File: src/rtl/hc595_stream_if.sv
// Handshake bundle between two requesters (A and B) and the 74HC595 stream
// controller. Each requester presents valid/data and receives ready.
interface hc595_stream_if #(
  parameter int NBITS = 8
);
  logic             a_valid;
  logic             a_ready;
  logic [NBITS-1:0] a_data;
  logic             b_valid;
  logic             b_ready;
  logic [NBITS-1:0] b_data;

  modport master (
    output a_valid, a_data, b_valid, b_data,
    input  a_ready, b_ready
  );

  modport slave (
    input  a_valid, a_data, b_valid, b_data,
    output a_ready, b_ready
  );
endinterface

File: src/rtl/hc595_stream_ctrl.sv
// Serial stream controller for a 74HC595-style shift register.
// Accepts a word from requester A (or B), shifts it out MSB first on
// ser_o/srck_o, then pulses rck_o to latch it. Every srck/rck half-phase
// lasts DIV clk cycles, so one transfer takes 2*DIV*(NBITS+1) cycles.
// g_o keeps the target outputs disabled until the first word is latched.
// Optional build macro HC595_STREAM_ARB_EN: when defined, both requesters
// are served with round-robin arbitration; otherwise only A is served.
module hc595_stream_ctrl #(
  parameter int NBITS = 8,
  parameter int DIV   = 2
) (
  input  logic         clk,
  input  logic         sclrn,
  hc595_stream_if.slave bus,
  output logic         ser_o,
  output logic         srck_o,
  output logic         rck_o,
  output logic         g_o,
  output logic         busy_o,
  output logic         done_o
);

  localparam int CW = (DIV > 1) ? $clog2(DIV) : 1;
  localparam int BW = (NBITS > 1) ? $clog2(NBITS) : 1;
  localparam logic [CW-1:0] CNT_LAST = CW'(DIV - 1);
  localparam logic [BW-1:0] BIT_LAST = BW'(NBITS - 1);

  typedef enum logic [2:0] {
    IDLE,
    SHIFT_HI,
    SHIFT_LO,
    LATCH_HI,
    LATCH_LO
  } state_e;

  state_e           state_q, state_d;
  logic [CW-1:0]    cnt_q, cnt_d;
  logic [BW-1:0]    bits_q, bits_d;
  logic [NBITS-1:0] sh_q, sh_d;
  logic [NBITS-1:0] sh_next;
  logic [NBITS-1:0] grant_data;
  logic             ser_q, ser_d;
  logic             srck_q, srck_d;
  logic             rck_q, rck_d;
  logic             g_q, g_d;
  logic             busy_q, busy_d;
  logic             done_q, done_d;
  logic             idle;
  logic             req;
  logic             accept;
  logic             cnt_last;

  assign idle        = (state_q == IDLE);
  assign bus.a_ready = idle;
  assign accept      = idle && req;
  assign cnt_last    = (cnt_q == CNT_LAST);
  assign sh_next     = sh_q << 1;

`ifdef HC595_STREAM_ARB_EN
  // Round-robin pointer: 0 favours A, 1 favours B; flips only on a contested grant.
  logic ptr_q, ptr_d;
  logic grant_b;

  assign bus.b_ready = idle;
  assign req         = bus.a_valid || bus.b_valid;
  assign grant_b     = bus.b_valid && (!bus.a_valid || ptr_q);
  assign grant_data  = grant_b ? bus.b_data : bus.a_data;

  // Advance the pointer past the port that won a contested request.
  always_comb begin
    ptr_d = ptr_q;
    if (idle && bus.a_valid && bus.b_valid) begin
      ptr_d = ~ptr_q;
    end
  end

  // Pointer register, back to A on reset.
  always_ff @(posedge clk or negedge sclrn) begin
    if (!sclrn) ptr_q <= 1'b0;
    else        ptr_q <= ptr_d;
  end
`else
  assign bus.b_ready = 1'b0;
  assign req         = bus.a_valid;
  assign grant_data  = bus.a_data;
`endif

  // Next-state and registered-output logic for the transfer sequencer.
  always_comb begin
    // NOTE: every variable gets a default here so no path leaves it unassigned (no latches).
    state_d = state_q;
    cnt_d   = cnt_q;
    bits_d  = bits_q;
    sh_d    = sh_q;
    ser_d   = ser_q;
    g_d     = g_q;
    if (done_q) g_d = 1'b0;

    case (state_q)
      IDLE: begin
        if (accept) begin
          state_d = SHIFT_HI;
          cnt_d   = '0;
          bits_d  = BIT_LAST;
          sh_d    = grant_data;
          ser_d   = grant_data[NBITS-1];
        end
      end
      SHIFT_HI: begin
        if (cnt_last) begin
          state_d = SHIFT_LO;
          cnt_d   = '0;
        end else begin
          cnt_d = cnt_q + CW'(1);
        end
      end
      SHIFT_LO: begin
        if (cnt_last) begin
          cnt_d = '0;
          if (bits_q == '0) begin
            state_d = LATCH_HI;
          end else begin
            state_d = SHIFT_HI;
            bits_d  = bits_q - BW'(1);
            sh_d    = sh_next;
            ser_d   = sh_next[NBITS-1];
          end
        end else begin
          cnt_d = cnt_q + CW'(1);
        end
      end
      LATCH_HI: begin
        if (cnt_last) begin
          state_d = LATCH_LO;
          cnt_d   = '0;
        end else begin
          cnt_d = cnt_q + CW'(1);
        end
      end
      LATCH_LO: begin
        if (cnt_last) begin
          state_d = IDLE;
          cnt_d   = '0;
        end else begin
          cnt_d = cnt_q + CW'(1);
        end
      end
      default: begin
        state_d = IDLE;
        cnt_d   = '0;
      end
    endcase

    // Outputs are decoded from the next state so they register alongside it.
    srck_d = (state_d == SHIFT_HI);
    rck_d  = (state_d == LATCH_HI);
    busy_d = (state_d != IDLE);
    done_d = (state_d == LATCH_LO) && (cnt_d == CNT_LAST);
  end

  // State and output registers; reset parks the target safely with outputs disabled.
  always_ff @(posedge clk or negedge sclrn) begin
    if (!sclrn) begin
      state_q <= IDLE;
      cnt_q   <= '0;
      bits_q  <= '0;
      sh_q    <= '0;
      ser_q   <= 1'b0;
      srck_q  <= 1'b0;
      rck_q   <= 1'b0;
      g_q     <= 1'b1;
      busy_q  <= 1'b0;
      done_q  <= 1'b0;
    end else begin
      // NOTE: non-blocking assignments so every flop samples pre-edge values.
      state_q <= state_d;
      cnt_q   <= cnt_d;
      bits_q  <= bits_d;
      sh_q    <= sh_d;
      ser_q   <= ser_d;
      srck_q  <= srck_d;
      rck_q   <= rck_d;
      g_q     <= g_d;
      busy_q  <= busy_d;
      done_q  <= done_d;
    end
  end

  assign ser_o  = ser_q;
  assign srck_o = srck_q;
  assign rck_o  = rck_q;
  assign g_o    = g_q;
  assign busy_o = busy_q;
  assign done_o = done_q;

endmodule

File: src/flat_wrapper.sv
// flat-port wrapper written by rule: the top's interface ports become plain ports
module hc595_stream_ctrl_flat 
#(
  parameter int NBITS = 8,
  parameter int DIV   = 2
)
  (clk, sclrn, ser_o, srck_o, rck_o, g_o, busy_o, done_o, bus_a_valid, bus_a_data, bus_b_valid, bus_b_data, bus_a_ready, bus_b_ready);
  hc595_stream_if #(.NBITS(NBITS)) bus_i ();
  input  logic clk;
  input  logic sclrn;
  output logic ser_o;
  output logic srck_o;
  output logic rck_o;
  output logic g_o;
  output logic busy_o;
  output logic done_o;
  input wire logic [$bits(bus_i.a_valid)-1:0] bus_a_valid;
  input wire logic [$bits(bus_i.a_data)-1:0] bus_a_data;
  input wire logic [$bits(bus_i.b_valid)-1:0] bus_b_valid;
  input wire logic [$bits(bus_i.b_data)-1:0] bus_b_data;
  output wire logic [$bits(bus_i.a_ready)-1:0] bus_a_ready;
  output wire logic [$bits(bus_i.b_ready)-1:0] bus_b_ready;
  assign bus_i.a_valid = bus_a_valid;
  assign bus_i.a_data = bus_a_data;
  assign bus_i.b_valid = bus_b_valid;
  assign bus_i.b_data = bus_b_data;
  assign bus_a_ready = bus_i.a_ready;
  assign bus_b_ready = bus_i.b_ready;
  hc595_stream_ctrl #(.NBITS(NBITS), .DIV(DIV)) u_core (.clk(clk), .sclrn(sclrn), .bus(bus_i), .ser_o(ser_o), .srck_o(srck_o), .rck_o(rck_o), .g_o(g_o), .busy_o(busy_o), .done_o(done_o));
endmodule
File: config.mk
export PLATFORM = sky130hd
export DESIGN_NAME = hc595_stream_ctrl_flat
export DESIGN_NICKNAME = d
export VERILOG_FILES = /design/src/rtl/hc595_stream_if.sv /design/src/rtl/hc595_stream_ctrl.sv /design/src/flat_wrapper.sv
export SDC_FILE = /design/constraint.sdc
export NUM_CORES = 1
export LEC_CHECK = 0
export ABC_AREA = 1
export CORE_MARGIN = 2
export CORE_UTILIZATION = 46
export CTS_BUF_LIST = sky130_fd_sc_hd__clkbuf_16
export DETAILED_ROUTE_END_ITERATION = 12
export MAX_ROUTING_LAYER = met4
export PLACE_DENSITY_LB_ADDON = 0.2
export RECOVER_POWER = 25
export SETUP_SLACK_MARGIN = 0.4
export SLEW_MARGIN = 5
export SYNTH_ARGS = -nofsm -noshare
export SYNTH_HDL_FRONTEND = slang
export SYNTH_SLANG_ARGS = --single-unit
File: constraint.sdc
create_clock -name clk -period 1.29 [get_ports clk]
set_input_delay 0.258 -clock clk [delete_from_list [all_inputs] [get_ports clk]]
set_output_delay 0.258 -clock clk [all_outputs]
set_load 0.02 [all_outputs]
[Word level (Yosys, flattened, before mapping)]
Index checks and enable logic that the tools add are counted.
Widths: inputs -> output; s select.
Storage, ports and cells
  output and inout port bits: 8
  register bits: 20
  word-level logic and storage cells: 52
Cells by class
  muxes and demuxes: 22
  reductions and logical operators: 8
  equal/unequal tests: 10
  add/subtract/negate cells: 2
Operators by type and width (count)
  $mux 3: 8
  $mux 7: 3
  $pmux 3 s5: 1
  $pmux 7 s2: 1
  $eq 3x2->1 const B: 3
  $eq 3x1->1 const B: 2
  $eq 3x3->1 const B: 2
  $logic_not 3->1: 2
  $pmux 3 s2: 1
  $mux 1: 5
  $ne 2x2->1 const B: 2
  $pmux 1 s2: 2
  $reduce_and 4->1: 1
  $reduce_or 4->1: 1
  $reduce_bool 3->1: 1
  $sub 3x1->3 const B: 1
  $logic_and 1x1->1: 2
  $mux 2: 1
  $ne 2x1->1 const B: 1
  $reduce_bool 2->1: 1
  $add 1x1->1 const B: 1

[Depth between registers and ports, before layout]
  depth after elaboration: 6
  gate-level depth with buffers: 9
  gate-level depth less buffers: 8

[Least setup slack after synthesis]
Ideal clock, no wire load.
  path type: reg2reg
  start: register u_core.bits_q[0]
  end: register u_core.ser_q, in the netlist u_core.ser_o
  period minus slack after synthesis: 1.189 ns
  path slack: 0.101 ns
  data arrival time: 1.072 ns
  stages on the path, launching flop included: 10
  path buffers: 1
  required time: 1.173 ns
  library setup time: 0.117 ns
  cells stage by stage: dfrtp_1 > inv_1 > ha_1 > nand2_1 > nand3_1 > nand2_1 > nand2_2 > buf_6 > nand2_1 > nand2_1
On the way
  word-level cells in the longest chain between the ends: 3
Ends and longest elaborated chain
  start: declaration: line hc595_stream_ctrl.sv:38  | logic [BW-1:0] bits_q, bits_d;
  start signal: assignment: line hc595_stream_ctrl.sv:178  | bits_q <= bits_d;
  $logic_not 3->1: line hc595_stream_ctrl.sv:120  | if (bits_q == '0) begin
  $ne 2x2->1 (no line)
  $reduce_and 4->1 (no line)
  end signal: assignment: line hc595_stream_ctrl.sv:180  | ser_q <= ser_d;
  end: declaration: line hc595_stream_ctrl.sv:42  | logic ser_q, ser_d;
No other way between the ends.
A chain may end at the register's enable or synchronous reset.

[Worst setup path in the final report]
  start: register u_core.state_q[1]
  end: register u_core.bits_q[2]
On the way
  word-level cells in the longest chain between the ends: 4
Ends and longest elaborated chain
  start: declaration: line hc595_stream_ctrl.sv:36  | state_e state_q, state_d;
  start signal: assignment: line hc595_stream_ctrl.sv:176  | state_q <= state_d;
  $logic_not 3->1: line hc595_stream_ctrl.sv:53, hc595_stream_ctrl.sv:99
  $logic_and 1x1->1: line hc595_stream_ctrl.sv:55  | assign accept = idle && req;
  $ne 2x2->1 (no line)
  $reduce_and 4->1 (no line)
Several ways; a longest one is shown, not always the timed one.

==> qor.csv <==
stage;metric;value;unit
pwr;peakVddDrop;2330;uV
pwr;p_sw_share;47.0;%
floorplan;io_pins;28;
floorplan;die_area;2590;sq um
floorplan;start_util;49.9;%
sta;fmax;0.725;GHz
synthesis;postSynthAreaPerCell;7.65;sq um
drt;vias;1158;
finish;nets;199;
setup_path;end_kind;register;
placement;place_area;1290;sq um
synthesis;yosysWarnings;0;
pwr;powerDensity;3020;nW/um^2
synthesis;synth_seq_cells;20;
drt;first_iter_violations;47;
sta;hold_viol;0;
synthesis;synth_area_leaders;dfrtp_1 47%, nand2_1 22%, nand3_1 8.4%, inv_1 4.1%, buf_4 3.0%;
sta;setup_ws;-90.0;ps
synthesis;yosysTopAreaCell;dfrtp_1;
drt;wl;4.17;mm
clock_network;cts_made_buffers;3;
global_route;grt_use_total;26.4;%
synthesis;ys_seq_area_share;49.7;%
synthesis;yosysTopAreaCellShare;47.1;%
drt;dr.pass1.iters;4;
global_route;grt_max_degree;21;
sta;period_share;107;%
sta;rsz0062_at_grt;true;
pwr;p_comb_share;66.9;%
finish;antennaDiodeCount;0;
sta;tightest_slew;537;ps
synthesis;synth-adder-area-share;2.48;%
floorplan;num_rows;16;
placement;numPortBuffers;17;
synthesis;synth-compound-area-share;1.49;%
finish;final_area;1800;sq um
setup_path;start_kind;register;
synthesis;ys_types;16;
sta;maxSlewViolCount;0;
pwr;p_clk_share;12.1;%
synthesis;syn-cell-area;1010;sq um
setup_path;arrival;1570;ps
sta;slew_headroom;64.2;%
sta;fin_crit;1380;ps
sta;finClkSkew;1.45;ps
finish;num-fill-cells;92;
synthesis;synth_simple_gate_area_share;35.8;%
floorplan;fp.dieW;50.9;um
finish;syn2layout_area_growth;77.9;%
finish;layout-drive-gt1-share;50.6;%
pwr;power_leakage;0.902;nW
setup_path;crit_path_cell_trace;buf_6 -> inv_4 -> nor2_4 -> nand3_2 -> nand2_4 -> buf_6 -> nand3_2 -> nand2_1;
finish;layout_common_cells;45 x nand2_1, 22 x buf_6, 19 x dfrtp_1;
setup_path;required;1480;ps
floorplan;fp.coreArea;2020;sq um
clock_network;hold_buffers;0;
placement;dp_hpwl;1.46;mm
sta;setup_viol;13;
finish;layout_commonest_cell;nand2_1;
synthesis;synth_top_family_by_area;simple AND/OR/NAND/NOR gates;
drt;drtAntennaViolNets;0;
floorplan;die_h;50.9;um
synthesis;netlist_instances;132;
pwr;sequentialPowerShare;21.1;%
clock_network;cts.htree.levels;1;
global_route;grt_pass1_vias;1032;
setup_path;max_stage_delay;410;ps
run;cap_viol_max_count;0;
clock_network;cts_tree;built;
pwr;p_switching;2.55;mW
synthesis;syn-num-nets;154;
clock_network;clockBufferDepth;2;
global_route;grt_remaining_overflow;0;
setup_path;path_max_fanout;5;
drt;drcViolationCount;0;
synthesis;synthMuxAreaShare;0;%
clock_network;clock_sinks;20;
global_route;grt_pass1_wl;4.82;mm
clock_network;clock_latency;250;ps
clock_network;path_clk_slew;60;ps
drt;drt-wirelength-per-cell;20.5;um
min_path;holdCritPathClass;register to register;
synthesis;synth_xor_area_share;0.867;%
global_route;antenna_found_initial;0;
sta;fin_hold_ws;448;ps
setup_path;crit_type;register to register;
drt;vias_per_cell;5.70;
setup_path;critPathSlowestCell;dfrtp_1;
run_status;violations;negative setup slack;
placement;place.gp.congestion;0.906;
clock_network;root_buffer;clkbuf_16;
run_status;status;finished with violations;
pwr;p_int;2.87;mW
-- stage by stage --
stage	util, %	TNS (ps)	std cells	power (mW)	setup slack [ps]
after CTS	80.8	0	197	4.47	7.22
after floorplan	-	0	132	2.36	110
after global placement	64.0	-1560	185	2.90	-218
final	88.9	-698	203	5.42	-90.0
after detailed placement	64.0	-1600	185	2.94	-230
after global routing	88.9	-1550	203	5.69	-169
-- layer usage --
layer / vias to the layer above / routed length (um) / global-route usage, %
met5: - / 0 / -
met3: 29 / 329 / 5.26
met2: 78 / 2090 / 44.7
li1: 498 / - / -
met1: 553 / 1510 / 31.9
met4: 0 / 240 / 8.56
-- layout make-up --
cell class	count	area [sq um]	area share [%]
Tap cell	27	33.8	1.88
Sequential cell	20	502	27.9
Clock inverter	1	3.75	0.209
Clock buffer	3	75.1	4.18
Timing Repair Buffer	45	450	25.1
Multi-Input combinational cell	93	672	37.4
Inverter	14	60.1	3.34
-- kinds of logic (layout without fill, tap and decap cells) --
group / Yosys count / after routing
simple gates: 86 / 86
fa+ha+maj: 2 / 2
buf+inv: 19 / 63
xor+xnor: 1 / 1
other cells: 1 / 1
flops: 20 / 20
compound gates: 3 / 3
-- synthesized netlist by cell type --
master	n
inv_2	3
dfrtp_1	19
conb_1	1
o21ai_0	3
buf_4	4
nand2_1	58
dfstp_2	1
nand3_1	17
nor2_2	3
buf_6	1
nand2_2	3
inv_1	11
nand4_1	1
xnor2_1	1
ha_1	2
nor2_1	4
-- sequential cells by signal, indices dropped and copies added (netlist names) --
signal           count
u_core.ser_o         1
u_core.srck_o        1
u_core.bits_q        3
u_core.cnt_last      1
u_core.g_o           1
u_core.sh_q          7
u_core.state_q       3
u_core.done_o        1
u_core.rck_o         1
u_core.busy_o        1
-- critical path, delay by kind of cell (launching register included) --
family | cells | cell delay (ps)
AND/OR/NAND/NOR | 5 | 550
flip-flops | 1 | 410
buffers and inverters | 3 | 360
-- power by group through the flow --
stage	sequential (mW)	combinational, mW	clock (mW)
2_1_floorplan	1.14	1.21	0
3_3_place_gp	1.04	1.86	0
3_5_place_dp	1.05	1.89	0
4_1_cts	1.06	2.76	0.644
5_1_grt	1.16	3.85	0.679
6_report	1.14	3.62	0.654
-- path summary, 6_finish.rpt --
check                           slack (ps)               end  depth (start not counted)         startpoint
max in group asynchronous              410        u_core.g_o                          2              sclrn
worst max register to register         -90  u_core.bits_q[2]                          8  u_core.state_q[1]
min in group asynchronous              520      u_core.rck_o                          2              sclrn
worst min-delay path                   450        u_core.g_o                          2         u_core.g_o
worst max-delay path                   -90  u_core.bits_q[2]                          8  u_core.state_q[1]
worst min register to register         450        u_core.g_o                          2         u_core.g_o
-- repair_timing --
item	in CTS	in global routing
setup buffers	6	6
cloned	2	0
endpoints found under the setup margin	25	26
pin swaps	34	20
gates resized for setup	91	31
Power figures use the tool's default switching activity.
